### src/rtl/axis_reg_slice.sv
// AXI4-Stream register slice: bypass, one-entry buffer, or skid buffer.
// Breaks the timing paths between an upstream master and a downstream slave.
// The mode is chosen by REG_TYPE. Sideband fields whose *_ENABLE is 0 are
// driven as fixed constants on the output.
module axis_reg_slice #(
    parameter int DATA_WIDTH  = 8,
    parameter int KEEP_ENABLE = (DATA_WIDTH > 8),
    parameter int KEEP_WIDTH  = ((DATA_WIDTH + 7) / 8),
    parameter int LAST_ENABLE = 1,
    parameter int ID_ENABLE   = 0,
    parameter int ID_WIDTH    = 8,
    parameter int DEST_ENABLE = 0,
    parameter int DEST_WIDTH  = 8,
    parameter int USER_ENABLE = 1,
    parameter int USER_WIDTH  = 1,
    parameter int REG_TYPE    = 2
) (
    input  logic                  clk,
    input  logic                  rst,
    input  logic [DATA_WIDTH-1:0] s_axis_tdata,
    input  logic [KEEP_WIDTH-1:0] s_axis_tkeep,
    input  logic                  s_axis_tvalid,
    output logic                  s_axis_tready,
    input  logic                  s_axis_tlast,
    input  logic [ID_WIDTH-1:0]   s_axis_tid,
    input  logic [DEST_WIDTH-1:0] s_axis_tdest,
    input  logic [USER_WIDTH-1:0] s_axis_tuser,
    output logic [DATA_WIDTH-1:0] m_axis_tdata,
    output logic [KEEP_WIDTH-1:0] m_axis_tkeep,
    output logic                  m_axis_tvalid,
    input  logic                  m_axis_tready,
    output logic                  m_axis_tlast,
    output logic [ID_WIDTH-1:0]   m_axis_tid,
    output logic [DEST_WIDTH-1:0] m_axis_tdest,
    output logic [USER_WIDTH-1:0] m_axis_tuser
);

    // All fields of one beat, kept together so they can never get separated.
    typedef struct packed {
        logic [DATA_WIDTH-1:0] data;
        logic [KEEP_WIDTH-1:0] keep;
        logic                  last;
        logic [ID_WIDTH-1:0]   id;
        logic [DEST_WIDTH-1:0] dest;
        logic [USER_WIDTH-1:0] user;
    } beat_t;

    beat_t in_beat;
    beat_t out_beat;
    logic  out_valid;

    assign in_beat = '{data: s_axis_tdata, keep: s_axis_tkeep, last: s_axis_tlast,
                       id: s_axis_tid, dest: s_axis_tdest, user: s_axis_tuser};

    // Disabled sideband fields are constants, independent of the stored beat.
    assign m_axis_tdata  = out_beat.data;
    assign m_axis_tkeep  = (KEEP_ENABLE != 0) ? out_beat.keep : {KEEP_WIDTH{1'b1}};
    assign m_axis_tlast  = (LAST_ENABLE != 0) ? out_beat.last : 1'b1;
    assign m_axis_tid    = (ID_ENABLE   != 0) ? out_beat.id   : '0;
    assign m_axis_tdest  = (DEST_ENABLE != 0) ? out_beat.dest : '0;
    assign m_axis_tuser  = (USER_ENABLE != 0) ? out_beat.user : '0;
    assign m_axis_tvalid = out_valid;

    if (REG_TYPE == 2) begin : g_skid
        logic  ready_reg;
        logic  out_valid_reg;
        logic  temp_valid_reg;
        logic  ready_early;
        logic  out_valid_next;
        logic  temp_valid_next;
        logic  load_out_from_in;
        logic  load_out_from_temp;
        logic  load_temp;
        beat_t out_reg;
        beat_t temp_reg;

        // Ready for the next cycle: m_axis_tready only reaches a register, never the port.
        assign ready_early = m_axis_tready ||
                             (!temp_valid_reg && (!out_valid_reg || !s_axis_tvalid));

        // Steer an accepted beat to the output or the skid register, and refill from skid.
        always_comb begin
            // NOTE: every signal gets a default first, so no path leaves one unassigned
            // and no latch is inferred.
            out_valid_next     = out_valid_reg;
            temp_valid_next    = temp_valid_reg;
            load_out_from_in   = 1'b0;
            load_out_from_temp = 1'b0;
            load_temp          = 1'b0;
            if (ready_reg) begin
                if (m_axis_tready || !out_valid_reg) begin
                    out_valid_next   = s_axis_tvalid;
                    load_out_from_in = s_axis_tvalid;
                end else begin
                    temp_valid_next = s_axis_tvalid;
                    load_temp       = s_axis_tvalid;
                end
            end else if (m_axis_tready) begin
                out_valid_next     = temp_valid_reg;
                temp_valid_next    = 1'b0;
                load_out_from_temp = temp_valid_reg;
            end
        end

        // Control state: the only registers that need reset.
        always_ff @(posedge clk) begin
            // NOTE: non-blocking assignments, so every register samples pre-edge values.
            if (!rst) begin
                ready_reg      <= 1'b0;
                out_valid_reg  <= 1'b0;
                temp_valid_reg <= 1'b0;
            end else begin
                ready_reg      <= ready_early;
                out_valid_reg  <= out_valid_next;
                temp_valid_reg <= temp_valid_next;
            end
        end

        // Payload registers, loaded only when a beat moves into them.
        always_ff @(posedge clk) begin
            // NOTE: payload is not reset; the valid flags make its contents don't-care.
            if (load_out_from_in) begin
                out_reg <= in_beat;
            end else if (load_out_from_temp) begin
                out_reg <= temp_reg;
            end
            if (load_temp) begin
                temp_reg <= in_beat;
            end
        end

        assign s_axis_tready = ready_reg;
        assign out_valid     = out_valid_reg;
        assign out_beat      = out_reg;
    end else if (REG_TYPE == 1) begin : g_simple
        logic  ready_reg;
        logic  out_valid_reg;
        logic  out_valid_next;
        logic  load_out;
        beat_t out_reg;

        // Accept again only once the output register will be empty.
        always_comb begin
            out_valid_next = out_valid_reg;
            load_out       = 1'b0;
            if (ready_reg) begin
                out_valid_next = s_axis_tvalid;
                load_out       = s_axis_tvalid;
            end else if (m_axis_tready) begin
                out_valid_next = 1'b0;
            end
        end

        // Control state with synchronous reset.
        always_ff @(posedge clk) begin
            if (!rst) begin
                ready_reg     <= 1'b0;
                out_valid_reg <= 1'b0;
            end else begin
                ready_reg     <= !out_valid_next;
                out_valid_reg <= out_valid_next;
            end
        end

        // Payload register.
        always_ff @(posedge clk) begin
            if (load_out) begin
                out_reg <= in_beat;
            end
        end

        assign s_axis_tready = ready_reg;
        assign out_valid     = out_valid_reg;
        assign out_beat      = out_reg;
    end else begin : g_bypass
        assign s_axis_tready = m_axis_tready;
        assign out_valid     = s_axis_tvalid;
        assign out_beat      = in_beat;
    end

endmodule

### config.mk
export PLATFORM = sky130hd
export DESIGN_NAME = axis_reg_slice
export DESIGN_NICKNAME = d
export VERILOG_FILES = /design/src/rtl/axis_reg_slice.sv
export SDC_FILE = /design/constraint.sdc
export NUM_CORES = 1
export LEC_CHECK = 0
export BUFFER_PORTS_ARGS = -buffer_cell sky130_fd_sc_hd__buf_4
export CORE_UTILIZATION = 39
export CTS_CLUSTER_DIAMETER = 30
export DETAILED_ROUTE_END_ITERATION = 12
export PLACE_DENSITY = 0.72
export SLEW_MARGIN = 20
export SYNTH_ARGS = -nofsm -noshare
export SYNTH_HDL_FRONTEND = slang
export SYNTH_SLANG_ARGS = --single-unit
### constraint.sdc
create_clock -name clk -period 1.45 [get_ports clk]
set_input_delay 0.145 -clock clk [delete_from_list [all_inputs] [get_ports clk]]
set_output_delay 0.145 -clock clk [all_outputs]
set_load 0.03 [all_outputs]
==> impl_results.md, run 1 <==
* Run status: completed
* DRT Wirelength at between 1.5 and 2 mm
* Slew Limit Fails at 0
* Core Rows at 18
* Adder-Cell Fraction of Synth Area at 0%
* Required @ worst endpoint at ~1.5 ns
* DIE AREA at 0.00297 mm²
* Max FFs per register at 10
* Dpl hpwl at ~1.2 mm
* Final Power at 1.28 mW
* Wirelength per Cell at approximately 12 µm
* Routability cong. at between 0.5 and 0.6
* CP Class: register to register
* DR pass1 iterations at 4
* CP Capture Type: register
* Post-cts repair resize count at 0
* Maximum operating frequency at between 700 and 800 MHz
* Synth Register Bits at 23
* Worst R2R Path Depth at 3
* Pleak at 0.543 nW
* Startpoint types: register
* DRC at 0
* Final Skew at 0.00248 ns
* Area growth syn-to-layout at 19.1%
* Hold wc startpoint: s_axis_tdata[1]
* Reg2Reg Setup Slack at between 0.08 and 0.09 ns
* Clk_lat worst skew at approximately 0.3 ns
* Remaining global-route overflow at 0
* Clk root buf: clkbuf_4
* CTS Sinks at 23
* Hold Violations, Final at 0
* RSZ-0062 raised after global routing: no
* CTS tree: done
* Setup Slack @ Placement at slightly below 0.1 ns
* Vias in the first global route at between 500 and 600
* Synth Cell Area at 0.00107 mm²
* Peak VDD IR at around 0.00074 V
* Number of H-tree levels at 1
* Kind of cell adding the most delay to the critical path: simple AND/OR/NAND/NOR gates
* Tmin final at 1.37 ns
* Largest family of logic cells by synthesized area: buffers and inverters
* Synth Area in Simple Gates at 5.94%
* Setup-failing EPs final at 0
* Post-CTS setup buffers at 0
* Inserted Clock Buffers at 3
* Synth area leaders: edfxtp_1, mux2_4, buf_4
* Worst path arrival time at ~1.4 ns
* Fin nets at about 130
* Max incr delay on CP at approximately 0.40 ns
* Longest Clk Path Bufs at 2
* CP Max Fanout at 10
* Top cell type's share of synthesized area at 55.9%
* Asr flop ratio synth at 0%
* Hold Path Class: primary input to register
* Power Density at around 1000 mW/mm²
* Largest net degree at the start of global routing at 13
* Synth unique cells at 18
* DIE HEIGHT at about 54 µm
* Post-Place Cells at between 100 and 150
* Yosys warns at 0
* Compound-Gate Fraction of Synth Area at under 10%
* Critical path, cell by cell: and2_4 -> and2_4 -> mux2_4
* Diode count at 0
* Layout cells sized above 1 at 46.1%
* Via count at roughly 570
* First-pass GRT wire length at 2.34 mm
* I/O pin total at 60
* Initial core utilization at between 40 and 50%
* Number of fill cells at 242
* Vias per inst at 4.29
* Post-Synthesis Mean Instance Area at approximately 15 µm²
* Die X-Extent at ~54 µm
* Non-Filler Instances at approximately 130
* Critical R2R Capture: m_axis_tuser$_DFFE_PP_
* Max cap viols at 0
* Initial antenna violation count at 0
* Initial detailed-routing violation count at 9
* Synth Flop Type: edfxtp_1
* Port buffer count at 25
* Hold endpoint: g_skid.temp_reg[20]$_DFFE_PP_
* Clk slew on worst S/H paths at around 0.12 ns
* CP Buf/Inv Count at 0
* Proportion of synthesized area in mux cells at between 10 and 15%
* Top cell type by total area after synthesis: edfxtp_1
* Routed Antenna Nets at 0
* Hold Path Stages at 1
* Total core area at between 0.002 and 0.003 mm²
* Final worst slack at around 0.083 ns
* EDFF count, synth at 20
* Gr usage total at about an eighth
* Worst reg2reg path startpoint: s_axis_tready$_SDFF_PN0_
* Critical path's slowest cell: dfxtp_2
* Worst hold margin at 0.0244 ns
* CP dominant cell by count: and2_4
* Synth cell count leaders: edfxtp_1, buf_4, mux2_4
* Sequential share of the synthesized area at about three fifths
* Final TNS setup at 0 ns
* Syn Inst Count at 71
* Most frequent cell after synthesis: edfxtp_1
* Crit share post-route at ~94%
* Xor/xnor share of the synthesized area at 0%
==> per-layer routing <==
| metal | track usage (%) | share of wire [%] | routed length, µm |
|---|---|---|---|
| met1 | 14.3 | 40 | 620 |
| met2 | 19.9 | 53 | 827 |
| met3 | 3.33 | 6.4 | 99 |
| met4 | 6.41 | 0 | 0 |
| met5 | 0 | 0 | 0 |
==> repair_timing <==
item                                    4_1_cts  5_1_grt
endpoints found under the setup margin        0        0
hold buffers                                  0        2
hold endpoints to repair                      0        2
==> layout make-up <==
type	instances	area, µm²	area share (%)
Multi-Input combinational cell	43	315	24.6
Inverter	2	7.51	0.587
Timing Repair Buffer	30	230	18.0
Tap cell	30	37.5	2.93
Sequential cell	23	663	51.8
Clock buffer	4	26.3	2.05
==> metrics by stage <==
step / utilization, % / area (µm²)
3_5_place_dp: 48.5 / 1230
6_report: 50.3 / 1280
2_1_floorplan: - / 1130
4_1_cts: 49.5 / 1260
5_1_grt: 50.3 / 1280
3_3_place_gp: 48.5 / 1230
==> worst max path at each step <==
| stage | cells past startpoint | end | from | slack (ns) |
|---|---|---|---|---|
| after floorplan | 2 | m_axis_tdata[0]$_DFFE_PP_ | s_axis_tready$_SDFF_PN0_ | 0.005 |
| after global placement | 3 | m_axis_tdata[5]$_DFFE_PP_ | s_axis_tready$_SDFF_PN0_ | 0.13 |
| after detailed placement | 3 | m_axis_tuser$_DFFE_PP_ | s_axis_tready$_SDFF_PN0_ | 0.1 |
| after CTS | 3 | m_axis_tuser$_DFFE_PP_ | s_axis_tready$_SDFF_PN0_ | 0.09 |
| after global routing | 3 | m_axis_tdata[6]$_DFFE_PP_ | s_axis_tready$_SDFF_PN0_ | 0.05 |
| final | 3 | m_axis_tuser$_DFFE_PP_ | s_axis_tready$_SDFF_PN0_ | 0.08 |
==> kinds of logic (layout without fill, tap and decap cells) <==
family,Yosys count,in the layout
and+or+nand+nor,10,10
DFF,23,23
other,2,17
AOI/OAI and AO/OA,6,6
muxes,10,10
buffers and inverters,20,36
==> cells in the final DEF (no fill, tap or decap) <==
| cell | instances |
|---|---|
| buf_4 | 28 |
| dfxtp_1 | 1 |
| nand2_1 | 2 |
| o31a_1 | 1 |
| nor2b_1 | 1 |
| a21oi_1 | 1 |
| a31oi_1 | 1 |
| mux2_4 | 10 |
| inv_1 | 2 |
| nand2b_4 | 1 |
| nor2_1 | 3 |
| clkbuf_4 | 3 |
| o21ai_0 | 1 |
| edfxtp_1 | 20 |
| conb_1 | 17 |
| a211oi_1 | 1 |
| and3_2 | 1 |
| clkbuf_1 | 1 |
| and2_4 | 2 |
| dfxtp_2 | 2 |
| o21ai_1 | 1 |
| dlygate4sd3_1 | 2 |
==> power breakdown <==
part / leakage [nW] / total (mW) / internal, mW / switching [mW]
Combinational: 0.319 / 0.237 / 0.0883 / 0.149
Sequential: 0.210 / 0.759 / 0.748 / 0.0114
Clock: 0.0150 / 0.282 / 0.107 / 0.175
Total: 0.543 / 1.28 / 0.943 / 0.336
No activity file was read; power rests on OpenSTA's default activity.
==> run 2, diff against run 1 <==
--- a/config.mk
+++ b/config.mk
@@ -5,11 +5,12 @@
 export SDC_FILE = /design/constraint.sdc
 export NUM_CORES = 1
 export LEC_CHECK = 0
+export ABC_CLOCK_PERIOD_IN_PS = 1700
 export BUFFER_PORTS_ARGS = -buffer_cell sky130_fd_sc_hd__buf_4
-export CORE_UTILIZATION = 39
+export CORE_UTILIZATION = 46
 export CTS_CLUSTER_DIAMETER = 30
 export DETAILED_ROUTE_END_ITERATION = 12
-export PLACE_DENSITY = 0.72
+export PLACE_DENSITY = 0.8
 export SLEW_MARGIN = 20
 export SYNTH_ARGS = -nofsm -noshare
 export SYNTH_HDL_FRONTEND = slang
==> constraint.sdc (replaced) <==
create_clock -name clk -period 1.7 [get_ports clk]
set_input_delay 0.17 -clock clk [delete_from_list [all_inputs] [get_ports clk]]
set_output_delay 0.17 -clock clk [all_outputs]
set_load 0.03 [all_outputs]
==> run 2 against run 1 <==
  * Global-route usage up 1.5 points
  * Core utilization increased by 6.2 points
  * Design area down 2.4%
  * Combinational power fell by 17%
  * Hold slack better by 0.016 ns
  * Register-to-register slack better by 0.18 ns
  * Wire length rose by 0.26%
  * Clock skew barely moved
  * Clock power fell by 12%
  * Fmax shrank 4.7%
  * Die area fell by 15%
  * Sequential share of layout area rose by 1.1 points
  * Critical endpoint unchanged
==> impl_results.md, run 2 (synthesis results as in run 1) <==
* Non-Filler Instances at between 100 and 150
* Kind of cell adding the most delay to the critical path: flip-flops
* DIE HEIGHT at between 50 and 60 µm
* Maximum operating frequency at 697 MHz
* Run status: completed
* I/O pin total at 60
* Post-CTS setup buffers at 0
* Final TNS setup at 0 ns
* Wirelength per Cell at ~12 µm
* DRC at 0
* Gr usage total at a little over an eighth
* Number of H-tree levels at 1
* Longest Clk Path Bufs at 2
* Crit share post-route at 84.3%
* Power Density at approximately 870 mW/mm²
* Die X-Extent at between 50 and 60 µm
* Multi-input gate area at approximately 320 µm²
* Vias per inst at ~4.5
* Number of fill cells at 203
* CP Max Fanout at 10
* Setup-failing EPs final at 0
* Final instance area at approximately 0.0012 mm²
* Pleak at between 0.5 and 0.6 nW
* Clk root buf: clkbuf_4
* Layout cells sized above 1 at about 45%
* Port buffer count at 25
* Fin nets at around 130
* CTS tree: done
* CP Capture Type: register
* CP Class: register to register
* Reg2Reg Setup Slack at 0.27 ns
* CTS Sinks at 23
* Required @ worst endpoint at around 1.8 ns
* Via count at 576
* Critical Path Source: s_axis_tready$_SDFF_PN0_
* Core Rows at 17
* Routability cong. at about 0.65
* Initial detailed-routing violation count at 2
* Diode count at 0
* Post-cts repair resize count at 0
* Reg area at 661 µm²
* CP dominant cell by count: and2_4
* DRT Wirelength at approximately 1.6 mm
* Critical path's slowest cell: dfxtp_1
* Vias in the first global route at 543
* Initial core utilization at between 40% and 50%
* Total placed instance area at about 0.0012 mm²
* Initial antenna violation count at 0
* Total core area at between 0.002 and 0.0025 mm²
* DIE AREA at 0.00253 mm²
* Hold Path Class: primary input to register
* Hold Buf Count CTS at 0
* Critical path, cell by cell: and2_4 -> and2_4 -> mux2_4
* Max incr delay on CP at roughly 0.44 ns
* Remaining global-route overflow at 0
* RSZ-0062 raised after global routing: no
* Dpl hpwl at ~1.2 mm
* First-pass GRT wire length at 2.44 mm
* Max cap viols at 0
* Worst reg2reg path startpoint: s_axis_tready$_SDFF_PN0_
* Largest net degree at the start of global routing at 14
* Max FFs per register at 10
* Area growth syn-to-layout at 16.2%
* Slew Limit Fails at 0
* Commonest non-fill, non-tap cells in the layout: buf_4, edfxtp_1, conb_1
* Peak VDD IR at between 0.0005 and 0.0006 V
* Hold wc startpoint: s_axis_tdata[2]
* Clk slew on worst S/H paths at 0.13 ns
* CP Buf/Inv Count at 0
* Post-Place Cells at roughly 120
* Routed Antenna Nets at 0
* Final Skew at 0.00288 ns
* Hold Violations, Final at 0
* Startpoint types: register
* Worst path arrival time at around 1.5 ns
* Clk_lat worst skew at ~0.3 ns
* Inserted Clock Buffers at 3
* DR pass1 iterations at 2
* Tmin final at 1.43 ns
* Most common cell after layout, fill and taps aside: buf_4
-- run 2: layout make-up --
type                            instances  area share, %
Sequential cell                        23           52.9
Multi-Input combinational cell         43           25.3
Timing Repair Buffer                   27           16.2
Tap cell                               28           2.81
Clock buffer                            3           1.80
Inverter                                2          0.601
Clock inverter                          1          0.401
-- run 2: path summary, 6_finish.rpt --
| path | endpoint | cells past startpoint |
|---|---|---|
| worst min register to register | m_axis_tdata[0]$_DFFE_PP_ | 1 |
| worst max register to register | m_axis_tuser$_DFFE_PP_ | 3 |
| worst min-delay path | g_skid.temp_reg[21]$_DFFE_PP_ | 1 |
| worst max-delay path | m_axis_tuser$_DFFE_PP_ | 3 |
-- run 2: routing by layer --
| metal | track usage (%) | wire length, µm | vias up |
|---|---|---|---|
| met5 | 0 | 0 | - |
| met1 | 15.2 | 597 | 275 |
| met2 | 23.3 | 840 | 22 |
| met3 | 3.03 | 74 | 4 |
| met4 | 8.33 | 38 | 0 |
| li1 | - | - | 275 |
-- run 2: power by group --
group / internal, mW / switching [mW] / leakage [nW]
logic: 0.0719 / 0.125 / 0.305
clock network: 0.0877 / 0.160 / 0.0177
registers: 0.637 / 0.00978 / 0.209
-- run 2: through the flow --
stage,util (%),worst slack (ns),hold slack (ns),power [mW]
after floorplan,-,0.109,0.269,0.828
after global placement,55.2,0.327,0.361,0.852
after detailed placement,55.2,0.260,0.360,0.859
after CTS,56.4,0.247,0.0316,1.10
after global routing,56.4,0.169,0.0121,1.14
final,56.4,0.266,0.0399,1.09
==> run 3, diff against run 2 <==
--- a/config.mk
+++ b/config.mk
@@ -5,12 +5,12 @@
 export SDC_FILE = /design/constraint.sdc
 export NUM_CORES = 1
 export LEC_CHECK = 0
-export ABC_CLOCK_PERIOD_IN_PS = 1700
+export ABC_CLOCK_PERIOD_IN_PS = 1400
 export BUFFER_PORTS_ARGS = -buffer_cell sky130_fd_sc_hd__buf_4
-export CORE_UTILIZATION = 46
+export CORE_UTILIZATION = 43
 export CTS_CLUSTER_DIAMETER = 30
 export DETAILED_ROUTE_END_ITERATION = 12
-export PLACE_DENSITY = 0.8
+export PLACE_DENSITY = 0.75
 export SLEW_MARGIN = 20
 export SYNTH_ARGS = -nofsm -noshare
 export SYNTH_HDL_FRONTEND = slang
==> constraint.sdc (replaced) <==
create_clock -name clk -period 1.4 [get_ports clk]
set_input_delay 0.14 -clock clk [delete_from_list [all_inputs] [get_ports clk]]
set_output_delay 0.14 -clock clk [all_outputs]
set_load 0.03 [all_outputs]
==> run 3 against run 2 <==
  * Combinational power increased by 30%
  * Core utilization increased by 2.1 points
  * Global-route usage decreased by 1.1 points
  * Clock skew decreased by 0.00078 ns
  * Via count increased by 3.6%
  * Register-to-register slack got worse by 0.21 ns
  * Critical path depth unchanged
==> impl_results.md, run 3 (synthesis results as in run 1) <==
* Run status: completed
* Critical Path Source: s_axis_tready$_SDFF_PN0_
* Layout cells sized above 1 at a little under half
* Slew headroom at 63.8%
* DR pass1 iterations at 4
* Worst hold margin at roughly 0.016 ns
* Initial detailed-routing violation count at 8
* Port buffer count at 25
* CP Max Fanout at 10
* Vias in the first global route at between 500 and 600
* Max FFs per register at 10
* Longest Clk Path Bufs at 2
* Setup Slack @ Placement at around 0.065 ns
* Max cap viols at 0
* Initial antenna violation count at 0
* DRT Wirelength at about 1.6 mm
* Clk_lat worst skew at around 0.3 ns
* Slew Limit Fails at 0
* Final cell utilization of the core at slightly below 60%
* Dpl hpwl at 1.14 mm
* Clk slew on worst S/H paths at approximately 0.12 ns
* Post-Place Cells at between 100 and 150
* Inserted Clock Buffers at 3
* Setup-failing EPs final at 0
* RSZ-0062 raised after global routing: no
* Hold Buf Count CTS at 0
* Final worst slack at 0.0560 ns
* Fin nets at 138
* Power Density at about 1000 mW/mm²
* Core Rows at 17
* Number of H-tree levels at 1
* Post-cts repair resize count at 0
* Vias per inst at about 4.5
* Total core area at between 0.002 and 0.0025 mm²
* Commonest non-fill, non-tap cells in the layout: buf_4, edfxtp_1, conb_1
* Hold wc startpoint: s_axis_tdata[5]
* Hold Violations, Final at 0
* Hold Path Class: primary input to register
* Area growth syn-to-layout at 24.0%
* DIE AREA at 0.00270 mm²
* Worst reg2reg path startpoint: s_axis_tready$_SDFF_PN0_
* Wirelength per Cell at between 10 and 15 µm
* Worst R2R Path Depth at 3
* First-pass GRT wire length at about 2.3 mm
* Most common cell after layout, fill and taps aside: buf_4
* I/O pin total at 60
* Die X-Extent at about 52 µm
* Maximum operating frequency at roughly 740 MHz
* Peak VDD IR at roughly 0.00068 V
* Startpoint types: register
* CP Class: register to register
* Final Power at 1.34 mW
* CTS tree: done
* Remaining global-route overflow at 0
* Required @ worst endpoint at ~1.5 ns
* CTS Sinks at 23
* Final TNS setup at 0 ns
* Worst path arrival time at between 1 and 1.5 ns
* Routability cong. at ~0.62
* DIE HEIGHT at just over 50 µm
* Final instance area at 0.00133 mm²
* Non-Filler Instances at about 130
* DRC at 0
* Pleak at 0.562 nW
* Initial core utilization at between 40% and 50%
* Final Skew at between 0.002 and 0.0025 ns
* Number of fill cells at between 150 and 200
* Worst slew pin tran at between 0.5 and 0.6 ns
* Clk root buf: clkbuf_4
* Diode count at 0
* CP Capture Type: register
* Tmin final at approximately 1.3 ns
* Routed Antenna Nets at 0
* Hold Path Stages at 1
* Largest net degree at the start of global routing at 14
* Post-CTS setup buffers at 0
* Crit share post-route at between 90% and 100%
* Total placed instance area at around 0.0012 mm²
* Gr usage total at between 10% and 20%
* Via count at 597
-- run 3: worst paths after layout --
check                                  end  slack (ns)
min reg2reg     m_axis_tvalid$_SDFFE_PN0P_        0.56
min          g_skid.temp_reg[24]$_DFFE_PP_        0.02
max              m_axis_tdata[2]$_DFFE_PP_        0.06
max reg2reg      m_axis_tdata[2]$_DFFE_PP_        0.06
-- run 3: report_power, final --
| group | total [mW] | internal, mW | leakage (nW) | switching (mW) |
|---|---|---|---|---|
| clock network | 0.298 | 0.107 | 0.0177 | 0.191 |
| registers | 0.786 | 0.774 | 0.210 | 0.0119 |
| logic | 0.257 | 0.0994 | 0.334 | 0.157 |
| total | 1.34 | 0.980 | 0.562 | 0.360 |
-- run 3: area by class of cell --
cell class	instances	area (µm²)	area share, %
repair buffers	34	275	20.7
well taps	28	35.0	2.63
multi-input cells	43	322	24.1
clock inverters	1	5.00	0.376
flip-flops and latches	23	666	50.0
inverters	2	7.51	0.563
clock buffers	3	22.5	1.69
-- run 3: layer usage --
| layer | share of wire [%] | track usage, % | up-vias |
|---|---|---|---|
| met5 | 0 | 0 | - |
| met4 | 3.7 | 11.7 | 0 |
| met3 | 6.1 | 2.63 | 6 |
| met2 | 50 | 19.4 | 33 |
| met1 | 40 | 14.1 | 272 |
| li1 | - | - | 286 |
-- run 3: critical path, cell delays in order, from the launching register on --
cell	delay, ns
dfxtp_4	0.39
and2_4	0.14
and2_4	0.26
mux2_4	0.32
